### config.mk
export PLATFORM = sky130hd
export DESIGN_NAME = pipe_add_ctrl_flat
export DESIGN_NICKNAME = d
export VERILOG_FILES = /design/src/rtl/pipe_add_ctrl_if.sv /design/src/rtl/pipe_add_ctrl.sv /design/src/flat_wrapper.sv
export SDC_FILE = /design/constraint.sdc
export NUM_CORES = 1
export LEC_CHECK = 0
export ABC_AREA = 0
export BUFFER_PORTS_ARGS = -buffer_cell sky130_fd_sc_hd__buf_2
export CORE_MARGIN = 4
export CORE_UTILIZATION = 46
export CTS_CLUSTER_SIZE = 14
export DETAILED_ROUTE_END_ITERATION = 16
export PLACE_DENSITY_LB_ADDON = 0.25
export SLEW_MARGIN = 5
export SYNTH_ARGS = -nofsm -noshare
export SYNTH_HDL_FRONTEND = slang
export SYNTH_SLANG_ARGS = --single-unit
### constraint.sdc
create_clock -name clk -period 1.7 [get_ports clk]
set_input_delay 0.34 -clock clk [delete_from_list [all_inputs] [get_ports clk]]
set_output_delay 0.34 -clock clk [all_outputs]
set_load 0.005 [all_outputs]
### src/rtl/pipe_add_ctrl_if.sv
// rtl/pipe_add_ctrl_if.sv - handshake, hold/error and status bundle of the adder pipeline controller
interface pipe_add_ctrl_if #(
   parameter int LAYERS    = 2,
   parameter int CNT_WIDTH = 8
);
   localparam int SW = (LAYERS > 1) ? $clog2(LAYERS) : 1;

   logic                 in_valid;
   logic                 in_ready;
   logic                 out_valid;
   logic                 out_ready;
   logic [LAYERS-1:0]    error_signals;
   logic [LAYERS-1:0]    hold_signals;
   logic                 err_flag;
   logic [SW-1:0]        err_stage;
   logic [CNT_WIDTH-1:0] err_count;
   logic                 err_clear;
   logic                 flushing;

   modport master (
      input  in_valid, out_ready, error_signals, err_clear,
      output in_ready, out_valid, hold_signals, err_flag, err_stage, err_count, flushing
   );

   modport slave (
      output in_valid, out_ready, error_signals, err_clear,
      input  in_ready, out_valid, hold_signals, err_flag, err_stage, err_count, flushing
   );
endinterface

### src/rtl/pipe_add_ctrl.sv
// rtl/pipe_add_ctrl.sv - flow control and parity-error recovery for the cascaded adder pipeline
module pipe_add_ctrl #(
   parameter int LAYERS    = 2,
   parameter int CNT_WIDTH = 8
) (
   input  logic              clk,
   input  logic              rst,
   pipe_add_ctrl_if.master   bus
);
   localparam int SW = (LAYERS > 1) ? $clog2(LAYERS) : 1;
   localparam int FW = (LAYERS > 1) ? $clog2(LAYERS) : 1;
   localparam logic [FW-1:0] FLUSH_LAST = FW'(LAYERS - 1);

   typedef enum logic {ST_FLUSH, ST_RUN} state_t;

   state_t               state_q;
   logic [FW-1:0]        fcnt_q;
   logic [LAYERS-1:0]    valid_q;
   logic [LAYERS-1:0]    valid_d;
   logic [LAYERS-1:0]    adv;
   logic [LAYERS-1:0]    live_err;
   logic                 run;
   logic                 det;
   logic                 chain;
   logic [SW-1:0]        stage_d;
   logic                 err_flag_q;
   logic [SW-1:0]        err_stage_q;
   logic [CNT_WIDTH-1:0] err_count_q;

   always_comb begin
      run      = ~rst & (state_q == ST_RUN);
      live_err = bus.error_signals & valid_q;
      det      = run & (|live_err);

      // Advance ripples back from the output so empty layers collapse bubbles.
      chain = bus.out_ready;
      adv   = '0;
      for (int k = LAYERS - 1; k >= 0; k--) begin
         chain  = ~valid_q[k] | chain;
         adv[k] = chain;
      end

      stage_d = '0;
      for (int k = LAYERS - 1; k >= 0; k--) begin
         if (live_err[k]) stage_d = SW'(k);
      end

      valid_d = valid_q;
      if (adv[0]) valid_d[0] = bus.in_valid;
      for (int k = 1; k < LAYERS; k++) begin
         if (adv[k]) valid_d[k] = valid_q[k-1];
      end
   end

   assign bus.in_ready     = run & ~det & adv[0];
   assign bus.out_valid    = run & ~det & valid_q[LAYERS-1];
   assign bus.hold_signals = (run & ~det) ? ~adv : '0;
   assign bus.flushing     = rst | (state_q == ST_FLUSH);
   assign bus.err_flag     = err_flag_q;
   assign bus.err_stage    = err_stage_q;
   assign bus.err_count    = err_count_q;

   always_ff @(posedge clk) begin
      if (rst) begin
         state_q     <= ST_FLUSH;
         fcnt_q      <= '0;
         valid_q     <= '0;
         err_flag_q  <= 1'b0;
         err_stage_q <= '0;
         err_count_q <= '0;
      end else begin
         case (state_q)
            ST_FLUSH: begin
               valid_q <= '0;
               if (fcnt_q == FLUSH_LAST) begin
                  state_q <= ST_RUN;
                  fcnt_q  <= '0;
               end else begin
                  fcnt_q <= fcnt_q + FW'(1);
               end
            end
            ST_RUN: begin
               if (det) begin
                  valid_q <= '0;
                  state_q <= ST_FLUSH;
                  fcnt_q  <= '0;
               end else begin
                  valid_q <= valid_d;
               end
            end
            default: state_q <= ST_FLUSH;
         endcase

         // A new event outranks a simultaneous clear.
         if (det) begin
            err_flag_q  <= 1'b1;
            err_stage_q <= stage_d;
            if (bus.err_clear)      err_count_q <= CNT_WIDTH'(1);
            else if (!(&err_count_q)) err_count_q <= err_count_q + CNT_WIDTH'(1);
         end else if (bus.err_clear) begin
            err_flag_q  <= 1'b0;
            err_stage_q <= '0;
            err_count_q <= '0;
         end
      end
   end
endmodule

### src/flat_wrapper.sv
// flat-port wrapper written by rule: the top's interface ports become plain ports
module pipe_add_ctrl_flat 
#(
   parameter int LAYERS    = 2,
   parameter int CNT_WIDTH = 8
)
  (clk, rst, bus_in_valid, bus_out_ready, bus_error_signals, bus_err_clear, bus_in_ready, bus_out_valid, bus_hold_signals, bus_err_flag, bus_err_stage, bus_err_count, bus_flushing);
  pipe_add_ctrl_if #(.LAYERS(LAYERS), .CNT_WIDTH(CNT_WIDTH)) bus_i ();
  input  logic clk;
  input  logic rst;
  input wire logic [$bits(bus_i.in_valid)-1:0] bus_in_valid;
  input wire logic [$bits(bus_i.out_ready)-1:0] bus_out_ready;
  input wire logic [$bits(bus_i.error_signals)-1:0] bus_error_signals;
  input wire logic [$bits(bus_i.err_clear)-1:0] bus_err_clear;
  output wire logic [$bits(bus_i.in_ready)-1:0] bus_in_ready;
  output wire logic [$bits(bus_i.out_valid)-1:0] bus_out_valid;
  output wire logic [$bits(bus_i.hold_signals)-1:0] bus_hold_signals;
  output wire logic [$bits(bus_i.err_flag)-1:0] bus_err_flag;
  output wire logic [$bits(bus_i.err_stage)-1:0] bus_err_stage;
  output wire logic [$bits(bus_i.err_count)-1:0] bus_err_count;
  output wire logic [$bits(bus_i.flushing)-1:0] bus_flushing;
  assign bus_i.in_valid = bus_in_valid;
  assign bus_i.out_ready = bus_out_ready;
  assign bus_i.error_signals = bus_error_signals;
  assign bus_i.err_clear = bus_err_clear;
  assign bus_in_ready = bus_i.in_ready;
  assign bus_out_valid = bus_i.out_valid;
  assign bus_hold_signals = bus_i.hold_signals;
  assign bus_err_flag = bus_i.err_flag;
  assign bus_err_stage = bus_i.err_stage;
  assign bus_err_count = bus_i.err_count;
  assign bus_flushing = bus_i.flushing;
  pipe_add_ctrl #(.LAYERS(LAYERS), .CNT_WIDTH(CNT_WIDTH)) u_core (.clk(clk), .rst(rst), .bus(bus_i));
endmodule
==> flow_summary.ini <==
[status]
outcome = complete, no violations

[timing]
slew_violations = 0
period_needed_ns = 1.589
fmax_mhz = 629.5
hold_slack_ns = 0.2680
hold_violations = 0
relSlewSlack = 0.8094
final.setup_skew_ns = 0.002555
setup-tns-final_ns = 0
worstMarginPinSlew_ns = 0.2849
rsz0062_at_grt = no
fin_crit_sh = 0.9345
setup_viol = 0

[hold_path]
min_path_type = input port to register
whs_path_depth = 3

[drt]
routed_wl_mm = 1.571
postRouteAntennaNets = 0
wl_per_cell_um = 12.37
vias_per_cell = 5.472
drtIter0Drc = 5
drc = 0
num_vias = 695
drtPass1Iterations = 4

[cells_and_area]
antennaDiodeCount = 0
area_delta_synth_final_pct = 26.22
multi_input_area_um2 = 422.9
drive_gt1_frac = 0.3750
nNetsFinal = 122
regArea_um2 = 281.5
n_fill_cell = 136

[place]
place_hpwl_mm = 1.233
gp_congestion = 0.7872
port_buffers = 21

[global_route]
overflow = 0
grt_use_total = 0.1583
antenna_found_initial = 0
grt_pass1_wl_mm = 2.456
grt_pass1_vias = 586
grt_max_degree = 10

[synthesis]
ys.flop_type = dfxtp_1
synth_top_family_by_area = simple AND/OR/NAND/NOR gates
synth.top_cells.by_count = dfxtp_1 (14), nor2_1 (11), nand2_1 (9), a21oi_1 (8), nand3_1 (4)
synth_edf_count = 0
synthAdderAreaFrac = 0.01748
synth_top_area_frac = 0.3916
ys_top_cells_by_area = dfxtp_1 (39%), nor2_1 (5.8%), a21oi_1 (5.6%)
synthArstFlopShare = 0
ys_ff_latch = 14
yosysSeqAreaShare = 0.3916
avgSynthCellArea_um2 = 8.623
syn-cell-area_um2 = 715.7
synth_cells = 83
synth.largest_area_cell = dfxtp_1
synth-compound-area-share = 0.1713
synth_most_common_cell = dfxtp_1
mappedNetlistNets = 91
synth.distinct_cells = 33
ys_warn_count = 0
synthMuxAreaShare = 0.04371
synth_xor_area_frac = 0.01224
synthSimpleGateAreaFrac = 0.3427

[die]
fp-row-count = 13
coreArea_um2 = 1383
start_util = 0.5176
dieArea_um2 = 2251
boundaryPins = 22
dieHeight_um = 47.45
die_x_um = 47.45

[clocking]
cts_buffer_depth = 2
clkSlewWorstSetupHoldPaths_ns = 0.07
cts_num_sinks = 14
clk_latency_ns = 0.28
h-tree-depth = 1
cts_setup_buffers = 0
cts_tree = done
numCtsBuffers = 3
cts_hold_buf = 0
cts_root_buf = clkbuf_4

[worst_setup_path]
ff2ff_path_depth = 5
crit_path_top_delay_cell = dfxtp_1
critPathMaxStageDelay_ns = 0.37
crit_fanout = 7
cp.required_ns = 1.36
path_class = register to primary output
arrival_ns = 1.25
cp_cell_sequence = a22oi_2 -> nand2_2 -> nor3_1 -> buf_2
endpoint_kind = primary output
startpoint_type = register

[power]
p_leak_nw = 0.4151
powerDensity_nw_per_um2 = 651.0
p_total_w = 0.0005881
peakVddDrop_uv = 333.0

[run]
maxCapViolations = 0
registers in the layout, indices dropped and copies added (netlist names):
| signal | count |
|---|---|
| u_core.state_q | 1 |
| u_core.bus.err_flag | 1 |
| u_core.bus.err_stage | 1 |
| u_core.bus.err_count | 8 |
| u_core.valid_q | 2 |
| u_core.fcnt_q | 1 |
cells in the final DEF, fill, tap and decap left out, types with 2 or more instances in the layout:
cell type	instances
o21ai_0	2
nor2_1	11
nor2b_1	2
nand4_2	2
nand2_1	8
dfxtp_1	13
inv_2	2
nand3_1	4
nor3_1	2
mux2i_1	2
o211ai_1	2
buf_2	21
a21oi_1	8
a211oi_1	2
inv_1	2
clkbuf_4	3
buf_4	5
power breakdown:
part / total (W) / internal [W] / switching (W)
clock network: 0.000186 / 0.0000824 / 0.000103
registers: 0.000346 / 0.000337 / 0.00000944
logic: 0.0000560 / 0.0000245 / 0.0000315
total: 0.000588 / 0.000444 / 0.000144
cell families after synthesis:
kind of cell    Yosys count
flops                    14
compound gates           18
fa+ha+maj                 1
buf+inv                   4
xor+xnor                  1
simple gates             42
mux                       3
routing by layer:
metal | vias up | share of wire | track usage | routed length (µm)
li1 | 362 | - | - | -
met1 | 310 | 0.45 | 0.1864 | 702
met2 | 18 | 0.47 | 0.2594 | 746
met3 | 5 | 0.063 | 0.05639 | 99
met4 | 0 | 0.015 | 0.06630 | 23
met5 | - | 0 | 0 | 0
per-stage QoR:
stage / setup slack [ns] / instances / instance area, µm² / util
5_1_grt: 0.002220 / 127 / 903.4 / 0.6534
2_1_floorplan: 0.1170 / 83 / 715.7 / -
3_3_place_gp: 0.2016 / 124 / 877.1 / 0.6344
4_1_cts: 0.04934 / 127 / 899.6 / 0.6507
6_report: 0.1113 / 127 / 903.4 / 0.6534
3_5_place_dp: 0.1689 / 124 / 877.1 / 0.6344
worst paths after layout:
kind	start	to	slack, ns
worst max-delay path	u_core.valid_q[0]$_SDFFE_PP0P_	bus_hold_signals[1]	0.11
worst min-delay path	bus_in_valid	u_core.valid_q[0]$_SDFFE_PP0P_	0.27
worst max register to register	u_core.bus.err_count[0]$_SDFFE_PP0P_	u_core.bus.err_count[1]$_SDFFE_PP0P_	0.20
worst min register to register	u_core.bus.err_flag$_SDFFE_PP0P_	u_core.bus.err_flag$_SDFFE_PP0P_	0.45
final cells by class:
cell class                 count  share of cell area
multi-input combinational     65              0.4681
tap                           15             0.02078
clock buffer                   3             0.02493
timing repair buffer          26              0.1579
inverter                       4             0.01662
sequential                    14              0.3116
worst max-delay path: cells and delay by family (launching register included):
kind | cells | cell delay, ns
flops | 1 | 0.37
simple gates | 2 | 0.25
compound gates | 1 | 0.21
buf+inv | 1 | 0.13
repair_timing:
action                                  in CTS  in global routing
endpoints found under the setup margin       0                  2
hold endpoints to repair                     0                  0
gates resized for setup                      0                  2
Power figures use the tool's default switching activity.
